## src/rtl/ft245_bus_sched_if.sv

```systemverilog
// Bus bundle between the FT245 scheduler and its environment (FT245 flags/strobes, FIFO levels/strobes).
// Optional FT245_SCHED_STATS_EN adds the per-direction word counters.
interface ft245_bus_sched_if;
    logic        usb_rxf;
    logic        usb_txe;
    logic        tx_fifo_prog_empty;
    logic        rx_fifo_prog_full;
    logic        usb_oe_n;
    logic        usb_rd_n;
    logic        usb_wr_n;
    logic        bus_drive;
    logic        tx_fifo_read;
    logic        rx_fifo_write;
    logic [2:0]  sched_state;
`ifdef FT245_SCHED_STATS_EN
    logic [31:0] tx_word_cnt;
    logic [31:0] rx_word_cnt;
`endif

    modport master (
        input  usb_rxf, usb_txe, tx_fifo_prog_empty, rx_fifo_prog_full,
        output usb_oe_n, usb_rd_n, usb_wr_n, bus_drive,
        output tx_fifo_read, rx_fifo_write, sched_state
`ifdef FT245_SCHED_STATS_EN
        , output tx_word_cnt, rx_word_cnt
`endif
    );

    modport slave (
        output usb_rxf, usb_txe, tx_fifo_prog_empty, rx_fifo_prog_full,
        input  usb_oe_n, usb_rd_n, usb_wr_n, bus_drive,
        input  tx_fifo_read, rx_fifo_write, sched_state
`ifdef FT245_SCHED_STATS_EN
        , input tx_word_cnt, rx_word_cnt
`endif
    );
endinterface

```

## src/rtl/ft245_bus_sched.sv

```systemverilog
// FT245 half-duplex bus scheduler: alternating RX/TX bursts of up to BURST_MAX words, TURNAROUND idle cycles between.
// Latency: arbitration one edge after eligibility; RX adds one OE cycle. Backpressure: FIFO prog flags / device flags end bursts.
// Optional macro FT245_SCHED_STATS_EN adds 32-bit tx_word_cnt/rx_word_cnt outputs.
module ft245_bus_sched #(
    parameter int unsigned BURST_MAX  = 256,
    parameter int unsigned TURNAROUND = 2
) (
    input  logic              usb_clk,
    input  logic              rst_n,
    ft245_bus_sched_if.master bus
);

    typedef enum logic [2:0] {
        IDLE     = 3'd0,
        RX_OE    = 3'd1,
        RX_BURST = 3'd2,
        TX_BURST = 3'd3,
        TURN     = 3'd4
    } state_t;

    localparam logic [15:0] LAST_WORD = 16'(BURST_MAX - 1);
    localparam logic [3:0]  TURN_LAST = 4'(TURNAROUND - 1);

    state_t      state;
    logic [15:0] burst_cnt;
    logic [3:0]  turn_cnt;
    logic        pref_tx;
    logic        oe_n_q;
    logic        rd_n_q;
    logic        wr_n_q;
    logic        drive_q;

    logic rx_ok;
    logic tx_ok;
    logic rx_xfer;
    logic tx_xfer;
    logic rx_stop;
    logic tx_stop;

    assign rx_ok   = !bus.usb_rxf && !bus.rx_fifo_prog_full;
    assign tx_ok   = !bus.usb_txe && !bus.tx_fifo_prog_empty;
    assign rx_xfer = (state == RX_BURST) && !bus.usb_rxf;
    assign tx_xfer = (state == TX_BURST) && !bus.usb_txe;
    assign rx_stop = (rx_xfer && (burst_cnt == LAST_WORD)) || bus.usb_rxf || bus.rx_fifo_prog_full;
    assign tx_stop = (tx_xfer && (burst_cnt == LAST_WORD)) || bus.usb_txe || bus.tx_fifo_prog_empty;

    // Strobes are computed together with the next state so they line up with sched_state.
    always_ff @(posedge usb_clk or negedge rst_n) begin
        if (!rst_n) begin
            state     <= IDLE;
            burst_cnt <= 16'd0;
            turn_cnt  <= 4'd0;
            pref_tx   <= 1'b0;
            oe_n_q    <= 1'b1;
            rd_n_q    <= 1'b1;
            wr_n_q    <= 1'b1;
            drive_q   <= 1'b0;
        end else begin
            case (state)
                IDLE: begin
                    if (rx_ok && (!tx_ok || !pref_tx)) begin
                        state     <= RX_OE;
                        oe_n_q    <= 1'b0;
                        burst_cnt <= 16'd0;
                    end else if (tx_ok) begin
                        state     <= TX_BURST;
                        wr_n_q    <= 1'b0;
                        drive_q   <= 1'b1;
                        burst_cnt <= 16'd0;
                    end
                end
                RX_OE: begin
                    state     <= RX_BURST;
                    rd_n_q    <= 1'b0;
                    burst_cnt <= 16'd0;
                end
                RX_BURST: begin
                    if (rx_xfer) begin
                        burst_cnt <= burst_cnt + 16'd1;
                    end
                    if (rx_stop) begin
                        state    <= TURN;
                        oe_n_q   <= 1'b1;
                        rd_n_q   <= 1'b1;
                        turn_cnt <= TURN_LAST;
                        pref_tx  <= 1'b1;
                    end
                end
                TX_BURST: begin
                    if (tx_xfer) begin
                        burst_cnt <= burst_cnt + 16'd1;
                    end
                    if (tx_stop) begin
                        state    <= TURN;
                        wr_n_q   <= 1'b1;
                        drive_q  <= 1'b0;
                        turn_cnt <= TURN_LAST;
                        pref_tx  <= 1'b0;
                    end
                end
                TURN: begin
                    if (turn_cnt == 4'd0) begin
                        state <= IDLE;
                    end else begin
                        turn_cnt <= turn_cnt - 4'd1;
                    end
                end
                default: begin
                    state   <= IDLE;
                    oe_n_q  <= 1'b1;
                    rd_n_q  <= 1'b1;
                    wr_n_q  <= 1'b1;
                    drive_q <= 1'b0;
                end
            endcase
        end
    end

    assign bus.usb_oe_n      = oe_n_q;
    assign bus.usb_rd_n      = rd_n_q;
    assign bus.usb_wr_n      = wr_n_q;
    assign bus.bus_drive     = drive_q;
    assign bus.rx_fifo_write = rx_xfer;
    assign bus.tx_fifo_read  = tx_xfer;
    assign bus.sched_state   = state;

`ifdef FT245_SCHED_STATS_EN
    logic [31:0] tx_words;
    logic [31:0] rx_words;

    always_ff @(posedge usb_clk or negedge rst_n) begin
        if (!rst_n) begin
            tx_words <= 32'd0;
            rx_words <= 32'd0;
        end else begin
            if (tx_xfer) begin
                tx_words <= tx_words + 32'd1;
            end
            if (rx_xfer) begin
                rx_words <= rx_words + 32'd1;
            end
        end
    end

    assign bus.tx_word_cnt = tx_words;
    assign bus.rx_word_cnt = rx_words;
`endif

endmodule

```

## src/flat_wrapper.sv

```systemverilog
// flat-port wrapper written by rule: the top's interface ports become plain ports
module ft245_bus_sched_flat 
#(
    parameter int unsigned BURST_MAX  = 256,
    parameter int unsigned TURNAROUND = 2
)
  (usb_clk, rst_n, bus_usb_rxf, bus_usb_txe, bus_tx_fifo_prog_empty, bus_rx_fifo_prog_full, bus_usb_oe_n, bus_usb_rd_n, bus_usb_wr_n, bus_bus_drive, bus_tx_fifo_read, bus_rx_fifo_write, bus_sched_state);
  ft245_bus_sched_if bus_i ();
  input  logic usb_clk;
  input  logic rst_n;
  input wire logic [$bits(bus_i.usb_rxf)-1:0] bus_usb_rxf;
  input wire logic [$bits(bus_i.usb_txe)-1:0] bus_usb_txe;
  input wire logic [$bits(bus_i.tx_fifo_prog_empty)-1:0] bus_tx_fifo_prog_empty;
  input wire logic [$bits(bus_i.rx_fifo_prog_full)-1:0] bus_rx_fifo_prog_full;
  output wire logic [$bits(bus_i.usb_oe_n)-1:0] bus_usb_oe_n;
  output wire logic [$bits(bus_i.usb_rd_n)-1:0] bus_usb_rd_n;
  output wire logic [$bits(bus_i.usb_wr_n)-1:0] bus_usb_wr_n;
  output wire logic [$bits(bus_i.bus_drive)-1:0] bus_bus_drive;
  output wire logic [$bits(bus_i.tx_fifo_read)-1:0] bus_tx_fifo_read;
  output wire logic [$bits(bus_i.rx_fifo_write)-1:0] bus_rx_fifo_write;
  output wire logic [$bits(bus_i.sched_state)-1:0] bus_sched_state;
  assign bus_i.usb_rxf = bus_usb_rxf;
  assign bus_i.usb_txe = bus_usb_txe;
  assign bus_i.tx_fifo_prog_empty = bus_tx_fifo_prog_empty;
  assign bus_i.rx_fifo_prog_full = bus_rx_fifo_prog_full;
  assign bus_usb_oe_n = bus_i.usb_oe_n;
  assign bus_usb_rd_n = bus_i.usb_rd_n;
  assign bus_usb_wr_n = bus_i.usb_wr_n;
  assign bus_bus_drive = bus_i.bus_drive;
  assign bus_tx_fifo_read = bus_i.tx_fifo_read;
  assign bus_rx_fifo_write = bus_i.rx_fifo_write;
  assign bus_sched_state = bus_i.sched_state;
  ft245_bus_sched #(.BURST_MAX(BURST_MAX), .TURNAROUND(TURNAROUND)) u_core (.usb_clk(usb_clk), .rst_n(rst_n), .bus(bus_i));
endmodule
```

## config.mk

```make
export PLATFORM = sky130hd
export DESIGN_NAME = ft245_bus_sched_flat
export DESIGN_NICKNAME = d
export VERILOG_FILES = /design/src/rtl/ft245_bus_sched_if.sv /design/src/rtl/ft245_bus_sched.sv /design/src/flat_wrapper.sv
export SDC_FILE = /design/constraint.sdc
export NUM_CORES = 1
export LEC_CHECK = 0
export CAP_MARGIN = 20
export CORE_UTILIZATION = 40
export DETAILED_ROUTE_END_ITERATION = 8
export PLACE_DENSITY_LB_ADDON = 0.25
export SLEW_MARGIN = 20
export SYNTH_ARGS = -nofsm -noshare
export SYNTH_HDL_FRONTEND = slang
export SYNTH_SLANG_ARGS = --single-unit
```

## constraint.sdc

```tcl
create_clock -name usb_clk -period 1.9 [get_ports usb_clk]
set_input_delay 0.475 -clock usb_clk [delete_from_list [all_inputs] [get_ports usb_clk]]
set_output_delay 0.475 -clock usb_clk [all_outputs]
set_load 0.01 [all_outputs]
```

==> impl_metrics.toml, run 1 <==
[die]
pin_count = 15
chipWidth_um = 66.11
num_rows = 22
core-area_mm2 = 0.003799
die-area_mm2 = 0.004371
die_h_um = 66.11
start_util_pct = 43.28

[finish]
areaGrowthSynthToFinish_pct = 28.39
nets = 215
drive_above_1_share_pct = 29.13
final_cells = 254
diodes = 0
fin_util_pct = 55.57

[synth]
syn_nets = 176
synthTopCellsByCount = "dfrtp_1 (25), nand2_1 (19), nor2_1 (18), xnor2_1 (11), a21oi_1 (8)"
synth_area_leader_cell = "dfrtp_1"
synth_top_area_share_pct = 38.05
yosysWarnings = 0
synth_area_mm2 = 0.001644
seq_area_frac_synth_pct = 42.85
synth-main-ff-cell = "dfrtp_1"
synth_most_common_cell = "dfrtp_1"
ys_ff_latch = 28
syn_inst = 168
synth_edf_count = 0
async_flop_share_pct = 100.0
netlist_top_cells_area = "dfrtp_1 (38%), xnor2_1 (5.9%), a211oi_2 (5.3%)"
synth.avg_cell_area_um2 = 9.786
synth_cell_types = 50

[clock_network]
insertion_delay_ns = 0.28
clk_pin_slew_ns = 0.10
cts_buffers = 3
cts_tree = "done"
cts.sinks = 28
cts_root_buffer = "clkbuf_8"
clk_path_buf_depth = 2
htree_levels = 1

[route]
dr.first_iter.drc_count = 82
vias = 1403
drtPass1Iterations = 4
wl_per_cell_um = 14.41
drc = 0
routed_via_density = 5.524
wl_um = 3661
ant_nets = 0

[sta]
relSlewSlack_pct = 69.48
fin_skew_ns = 0.009592
fmax_ghz = 0.5402
hold_violations = 0
setup_viol = 0
worst_pin_slew_ns = 0.4536
finalCritPeriodShare_pct = 97.43
slew_violations = 0
rsz0062_at_grt = "no"
layout_min_cycle_time_ns = 1.851

[global_routing]
grt_max_degree = 29
grt_pass1_wl_um = 6306
grt_overflow = 0
gr-usage-met3_pct = 2.586
gr-max-usage-layer = "met2"
met2_usage_pct = 33.16
grtUsageMet1_pct = 23.54
grt.total_usage_pct = 18.96
grt_pass1_vias = 1432
antenna_found_initial = 0

[placed_design]
place.port_buffers = 14
hpwl_um = 2548
place.gp.congestion = 0.9222
dp_cells = 246

[worst_setup_path]
cp-startpoint = "u_core.bus.usb_rd_n"
critPathCapture = "bus_usb_rd_n"
start_kind = "flip-flop"
worst-path-stages = 1
rr_startpoint = "u_core.bus.sched_state[1]"
required_ns = 1.42
path_buf_inv = 1
crit_arrival_ns = 1.38
path_delay_family = "flip-flops"
cp-end-kind = "output port"
worstPathMaxFanout = 3
rrSetupSlack_ns = 0.07
setup.worst_path.class = "reg2out"
cpMaxStageDelayCell = "dfstp_2"
cpPeakStageDelay_ns = 0.56
reg2reg_depth = 7
r2r_end = "u_core.turn_cnt[1]"
worstPathCellList = "clkdlybuf4s50_1"

[power]
finalPower_w = 0.002641
power_leakage_nw = 0.9188
peakVddDrop_v = 0.0007106
powerDensity_mw_per_mm2 = 1251

[min_path]
min_path_type = "reg2reg"
hp-start = "u_core.bus.usb_wr_n"

[flow_run]
maxCapViolCount = 0

[status]
status = "completed"
==> through the flow <==
| stage | TNS, ns | setup WS, ns | hold slack [ns] | area (um2) |
|---|---|---|---|---|
| after detailed placement | -8.350 | -0.4837 | 0.4587 | 1982 |
| after CTS | 0 | 0.01109 | 0.4757 | 2095 |
| after global routing | 0 | 0.0004141 | 0.5293 | 2111 |
| final | 0 | 0.04876 | 0.4694 | 2111 |
| after floorplan | 0 | 0.1287 | 0.1794 | 1644 |
| after global placement | -7.052 | -0.4709 | 0.4538 | 1982 |
==> cells in the final DEF, fill, tap and decap left out, types with 3 or more instances in the layout <==
cell and n:
inv_1 6, nand2_1 19, clkbuf_8 3, nor2_1 16
a211oi_2 8, a22o_1 3, dfstp_2 3, and3_1 3
nor3_1 4, a21oi_1 8, dfrtp_1 25, clkdlybuf4s50_1 9
xnor2_1 11, buf_4 25, nand3_1 4, o21ai_0 5
==> worst min-delay path by stage <==
| stage | to | slack [ns] | cells past startpoint |
|---|---|---|---|
| floorplan | u_core.burst_cnt[0] | 0.18 | 0 |
| global placement | u_core.bus.usb_wr_n | 0.45 | 2 |
| detailed placement | u_core.bus.usb_wr_n | 0.46 | 2 |
| CTS | u_core.bus.usb_wr_n | 0.48 | 2 |
| global route | u_core.bus.bus_drive | 0.53 | 1 |
| finish | u_core.bus.usb_wr_n | 0.47 | 2 |
==> per-layer routing <==
layer | wire length, um | share of wire [%]
met1 | 1647 | 45
met2 | 1796 | 49
met3 | 150 | 4.1
met4 | 67 | 1.8
met5 | 0 | 0
==> power by group <==
group          switching (W)  total [W]  internal, W
combinational       0.000639    0.00131     0.000672
sequential          0.000105   0.000852     0.000747
clock               0.000195   0.000478     0.000283
==> flip-flops by register name, indices dropped and copies added (netlist names) <==
name	count
u_core.burst_cnt	16
u_core.bus.bus_drive	1
u_core.bus.sched_state	3
u_core.bus.usb_oe_n	1
u_core.bus.usb_rd_n	1
u_core.bus.usb_wr_n	1
u_core.pref_tx	1
u_core.turn_cnt	4
==> area by class of cell <==
type / count / area, um2
multi-input cells: 127 / 899.6
repair buffers: 41 / 352.8
flip-flops and latches: 28 / 704.4
clock buffers: 3 / 41.29
clock inverters: 1 / 30.03
well taps: 48 / 60.06
fillers: 331 / 1688
inverters: 6 / 22.52
==> cell families after synthesis <==
kind of cell / Yosys count / share of synthesized area, %
AO/OA/AOI/OAI: 39 / 19.79
flip-flops: 28 / 42.85
buffers and inverters: 13 / 4.262
multiplexers: 3 / 2.207
XOR/XNOR: 12 / 6.393
AND/OR/NAND/NOR: 70 / 22.37
adder cells (fa/ha/maj): 3 / 2.131
==> timing repair <==
item | in CTS | in global routing
buffers inserted | 2 | 1
pin swaps | 1 | 0
cloned | 1 | 0
setup endpoints to repair | 17 | 15
hold buffers | 0 | 0
resized for setup | 14 | 8
Power figures use the tool's default switching activity.
==> inputs of run 2 (changes only) <==
CORE_UTILIZATION = 45   (was 40)
PLACE_DENSITY = 0.74   (was default)
PLACE_DENSITY_LB_ADDON = default   (was 0.25)
==> run 2 against run 1 <==
- clock skew fell by 0.0057 ns
- combinational power decreased by 8%
- die area fell by 11%
- setup slack worse by 0.014 ns
- core utilization grew 3.4 points
- register-to-register slack better by 0.04 ns
- count of clock-buffer cells in the layout is 1 higher
- non-clock buffer count is 3 lower
- worst hold slack better by 0.0041 ns
- routed wire length about the same
- global-route usage up 0.72 points
==> impl_metrics.toml, run 2 (synthesis results as in run 1) <==
[finish]
fin_util_pct = 58.94
layout_commonest_cell = "dfrtp_1"
stdcell_area_mm2 = 0.002013
layout_common_cells = "dfrtp_1 (25), buf_4 (22), nand2_1 (19), nor2_1 (18), xnor2_1 (11)"
areaGrowthSynthToFinish_pct = 22.45
nets = 212
diodes = 0
drive_above_1_share_pct = 26.60
largest_reg_flops = 16
regMostFlops = "u_core.burst_cnt"

[worst_setup_path]
cpMaxStageDelayCell = "dfrtp_1"
cpPeakStageDelay_ns = 0.41
start_kind = "flip-flop"
crit_arrival_ns = 1.39
cp-end-kind = "output port"
reg2reg_depth = 8
required_ns = 1.42
setup.worst_path.class = "reg2out"
cpMostUsedCell = "buf_6"
worstPathMaxFanout = 2
worstPathCellList = "buf_6 > nand2b_4 > or3_4 > inv_2 > buf_6"

[status]
status = "completed"

[route]
routed_via_density = 5.554
dr.first_iter.drc_count = 108
wl_um = 3662
drtPass1Iterations = 4
vias = 1383
ant_nets = 0
drc = 0
wl_per_cell_um = 14.71

[min_path]
whs_path_depth = 2
min_path_type = "reg2reg"

[sta]
fin_skew_ns = 0.003878
tns_ns = 0
slew_violations = 0
hold_violations = 0
layout_setup_ws_ns = 0.03458
fmax_ghz = 0.5361
worst_pin_slew_ns = 0.4931
setup_viol = 0
finalCritPeriodShare_pct = 98.18
layout_min_cycle_time_ns = 1.865
rsz0062_at_grt = "yes"
relSlewSlack_pct = 66.28

[placed_design]
place.port_buffers = 14
place.gp.congestion = 0.8706
place_ws_ns = -0.4882
post_dp_cell_area_mm2 = 0.001967
hpwl_um = 2625

[power]
power_leakage_nw = 0.8718
powerDensity_mw_per_mm2 = 1148
peakVddDrop_v = 0.0007227

[die]
die-area_mm2 = 0.003899
chipWidth_um = 62.45
core-area_mm2 = 0.003416
start_util_pct = 48.13
pin_count = 15
die_h_um = 62.45
num_rows = 21

[clock_network]
cts_buffers = 3
clk_path_buf_depth = 2
cts_hold_buf = 0
cts_tree = "done"
cts_root_buffer = "clkbuf_4"
insertion_delay_ns = 0.32
clk_pin_slew_ns = 0.15
cts.sinks = 28
htree_levels = 1

[global_routing]
grt_max_degree = 29
antenna_found_initial = 0
gr-max-usage-layer = "met2"
gr-usage-met3_pct = 4.197
grt_pass1_wl_um = 6175
grtUsageMet1_pct = 25.23
grt_overflow = 0
grt.total_usage_pct = 19.68
grt_pass1_vias = 1395
met2_usage_pct = 33.42

[flow_run]
maxCapViolCount = 0
[run 2: cell types whose count changed in the layout (fill, tap and decap cells not counted), sizes merged]
cell / change
buf: -2
bufinv: -1
clkdlybuf4s50: -5
dlygate4sd2: +6
dlymetal6s2s: -1
[run 2: timing repair]
| action | in CTS | in global routing |
|---|---|---|
| buffers inserted | 1 | 0 |
| gates resized for setup | 16 | 8 |
| endpoints found under the setup margin | 14 | 6 |
[run 2: cell type report]
type	instances	area, um2
Tap cell	46	57.56
Inverter	6	22.52
Clock buffer	4	26.28
Timing Repair Buffer	38	317.8
Fill cell	304	1403
Sequential cell	28	704.4
Multi-Input combinational cell	127	884.6
[run 2: stage by stage]
| stage | hold WS, ns | total power [W] | std cells |
|---|---|---|---|
| floorplan | 0.1794 | 0.001592 | 168 |
| global placement | 0.4491 | 0.002006 | 244 |
| detailed placement | 0.4569 | 0.002044 | 244 |
| CTS | 0.4764 | 0.002285 | 249 |
| global route | 0.5089 | 0.002482 | 249 |
| finish | 0.4735 | 0.002311 | 249 |
[run 2: worst paths after layout]
| kind | from | endpoint | slack (ns) |
|---|---|---|---|
| max | u_core.bus.sched_state[1] | bus_rx_fifo_write | 0.03 |
| min | u_core.bus.usb_wr_n | u_core.bus.usb_wr_n | 0.47 |
| max reg2reg | u_core.bus.sched_state[0] | u_core.burst_cnt[9] | 0.11 |
| min reg2reg | u_core.bus.usb_wr_n | u_core.bus.usb_wr_n | 0.47 |
| max in group asynchronous | rst_n | u_core.bus.usb_rd_n | 1.09 |
| min in group asynchronous | rst_n | u_core.burst_cnt[15] | 0.50 |
[run 2: critical path, delay by kind of cell (launching register included)]
kind / cells / cell delay (ns)
buf+inv: 3 / 0.27
flops: 1 / 0.41
simple gates: 2 / 0.38
[run 2: power breakdown]
part | switching, W | internal [W]
sequential | 0.000100 | 0.000747
combinational | 0.000619 | 0.000590
clock | 0.000173 | 0.0000823
[run 2: routing by layer]
layer,share of wire (%),wire length (um),vias to the layer above
met5,0,0,-
met4,0.90,33,0
met3,3.0,111,4
met2,50,1835,20
met1,46,1682,689
li1,-,-,670
==> inputs of run 3 (changes only) <==
PLACE_DENSITY = 0.76   (was 0.74)
clock period = 1.6 ns   (was 1.9 ns; I/O delays follow)
==> run 3 against run 2 <==
- the run now ends with negative setup slack left
- first-iteration DRC count is 39% higher
- register-to-register slack worse by 0.35 ns
- core utilization is 16 points higher
- clock skew is 0.0020 ns lower
- routed wire length is 27% higher
- cell count is 15% higher
- combinational power is 85% higher
- setup slack worse by 0.28 ns
- total power is 57% higher
- largest power group unchanged
- largest cell class unchanged
- via count is 14% higher
- worst hold slack worse by 0.082 ns
==> impl_metrics.toml, run 3 (synthesis results as in run 1) <==
[power]
power.switching_w = 0.001409
p_sw_share_pct = 38.90
p_int_w = 0.002213
finalPower_w = 0.003622
clkPwrFrac_pct = 10.2
power_leakage_nw = 1.109
share_comb_of_total_power_pct = 62.0
powerDensity_mw_per_mm2 = 1409
peakVddDrop_v = 0.001012
seqPwrFrac_pct = 27.8

[clock_network]
clk_path_buf_depth = 2
htree_levels = 1
clk_pin_slew_ns = 0.16
cts_buffers = 3
cts_tree = "done"
cts_root_buffer = "clkbuf_4"
insertion_delay_ns = 0.34
cts.sinks = 28

[route]
vias = 1572
wl_um = 4668
routed_via_density = 5.497
wl_per_cell_um = 16.32
drc = 0
ant_nets = 0
dr.first_iter.drc_count = 150
drtPass1Iterations = 4

[worst_setup_path]
rr_startpoint = "u_core.bus.sched_state[2]"
r2r_end = "u_core.turn_cnt[1]"
critPathCapture = "u_core.turn_cnt[1]"
worstPathMaxFanout = 6
reg2reg_depth = 7
cp-startpoint = "u_core.bus.sched_state[2]"
cp-end-kind = "flip-flop"
setup.worst_path.class = "reg2reg"
crit_arrival_ns = 2.09
start_kind = "flip-flop"
required_ns = 1.85
rrSetupSlack_ns = -0.24

[sta]
setup_viol = 24
hold_ws_ns = 0.3914
relSlewSlack_pct = 72.95
layout_setup_ws_ns = -0.2416
layout_min_cycle_time_ns = 1.842
tns_ns = -3.304
slew_violations = 0
hold_violations = 0
fmax_ghz = 0.5430
finalCritPeriodShare_pct = 115.1
rsz0062_at_grt = "yes"
worst_pin_slew_ns = 0.4057
fin_skew_ns = 0.001873

[global_routing]
grt_max_degree = 29
antenna_found_initial = 0
grt_overflow = 0
grt.total_usage_pct = 24.17
grt_pass1_vias = 1629
grt_pass1_wl_um = 7514

[min_path]
min_path_type = "in2async"

[placed_design]
hpwl_um = 2723
place.port_buffers = 14
place_ws_ns = -0.6253
place.gp.congestion = 0.8399

[die]
num_rows = 21
pin_count = 15
chipWidth_um = 62.45
core-area_mm2 = 0.003416
die_h_um = 62.45
start_util_pct = 48.13
die-area_mm2 = 0.003899

[flow_run]
maxCapViolCount = 0

[finish]
fillers = 234
layout_common_cells = "buf_4 (46), dfrtp_1 (23), nand2_1 (18), nor2_1 (17), xnor2_1 (10)"
layout_commonest_cell = "buf_4"
regMostFlops = "u_core.burst_cnt"
diodes = 0
drive_above_1_share_pct = 49.58
nets = 249
largest_reg_flops = 16
areaGrowthSynthToFinish_pct = 56.32

[status]
status = "finished with violations"
violations = "negative setup slack"
## run 3: cell types whose count changed in the layout (fill, tap and decap cells not counted), moves of 3 or more
cell and change:
buf_12 +4, a21oi_2 +3, a21oi_4 +3, o21ai_0 -6, o21ai_1 +4, buf_6 +6, a211oi_4 +4, buf_4 +24
a21oi_1 -6, clkdlybuf4s50_1 -3, a211oi_2 -3
## run 3: routing by layer
metal / GRT usage [%] / routed length [um] / up-vias
met2: 44.16 / 2530 / 35
met1: 28.84 / 1923 / 785
met4: 8.721 / 93 / 0
li1: - / - / 740
met3: 2.920 / 120 / 12
met5: 0 / 0 / -
## run 3: how the worst min path moves through the flow
stage                                   start             endpoint  depth (start not counted)
final                                   rst_n  u_core.burst_cnt[9]                          2
after global routing                    rst_n  u_core.burst_cnt[6]                          2
after CTS                               rst_n  u_core.burst_cnt[6]                          2
after detailed placement  u_core.bus.usb_wr_n  u_core.bus.usb_wr_n                          2
after global placement    u_core.bus.usb_wr_n  u_core.bus.usb_wr_n                          2
after floorplan                         rst_n  u_core.burst_cnt[0]                          0
## run 3: through the flow
step	area, um2	cells	util [%]
2_1_floorplan	1670	168	-
3_3_place_gp	2112	259	61.83
3_5_place_dp	2112	259	61.83
4_1_cts	2417	278	70.77
5_1_grt	2570	286	75.24
6_report	2570	286	75.24
## run 3: area by class of cell
class / count / area (um2) / area share [%]
Inverter: 6 / 22.52 / 0.8763
Clock buffer: 4 / 36.28 / 1.412
Multi-Input combinational cell: 128 / 1089 / 42.36
Sequential cell: 28 / 706.9 / 27.51
Tap cell: 46 / 57.56 / 2.240
Timing Repair Buffer: 74 / 658.1 / 25.61
## run 3: power by group through the flow
stage / Clock, W / Sequential, W / Combinational (W)
after detailed placement: 0 / 0.00101 / 0.00150
final: 0.000369 / 0.00101 / 0.00224
after floorplan: 0 / 0.00107 / 0.000861
after global placement: 0 / 0.00100 / 0.00144
after CTS: 0.000371 / 0.00100 / 0.00198
after global routing: 0.000407 / 0.00103 / 0.00239
## run 3: critical path, stage by stage, from the launching register on
cell	delay, ns
dfrtp_2	0.43
buf_4	0.14
buf_8	0.13
and2b_4	0.25
and3_4	0.17
o21a_1	0.17
o21bai_4	0.15
mux2_4	0.31
## run 3: what timing repair did
action                     in CTS  in global routing
resized for setup              64                 25
pin swaps                      20                 23
setup endpoints to repair      33                 33
hold buffers                    0                  0
gates cloned                    1                  1
setup buffers                  14                 10
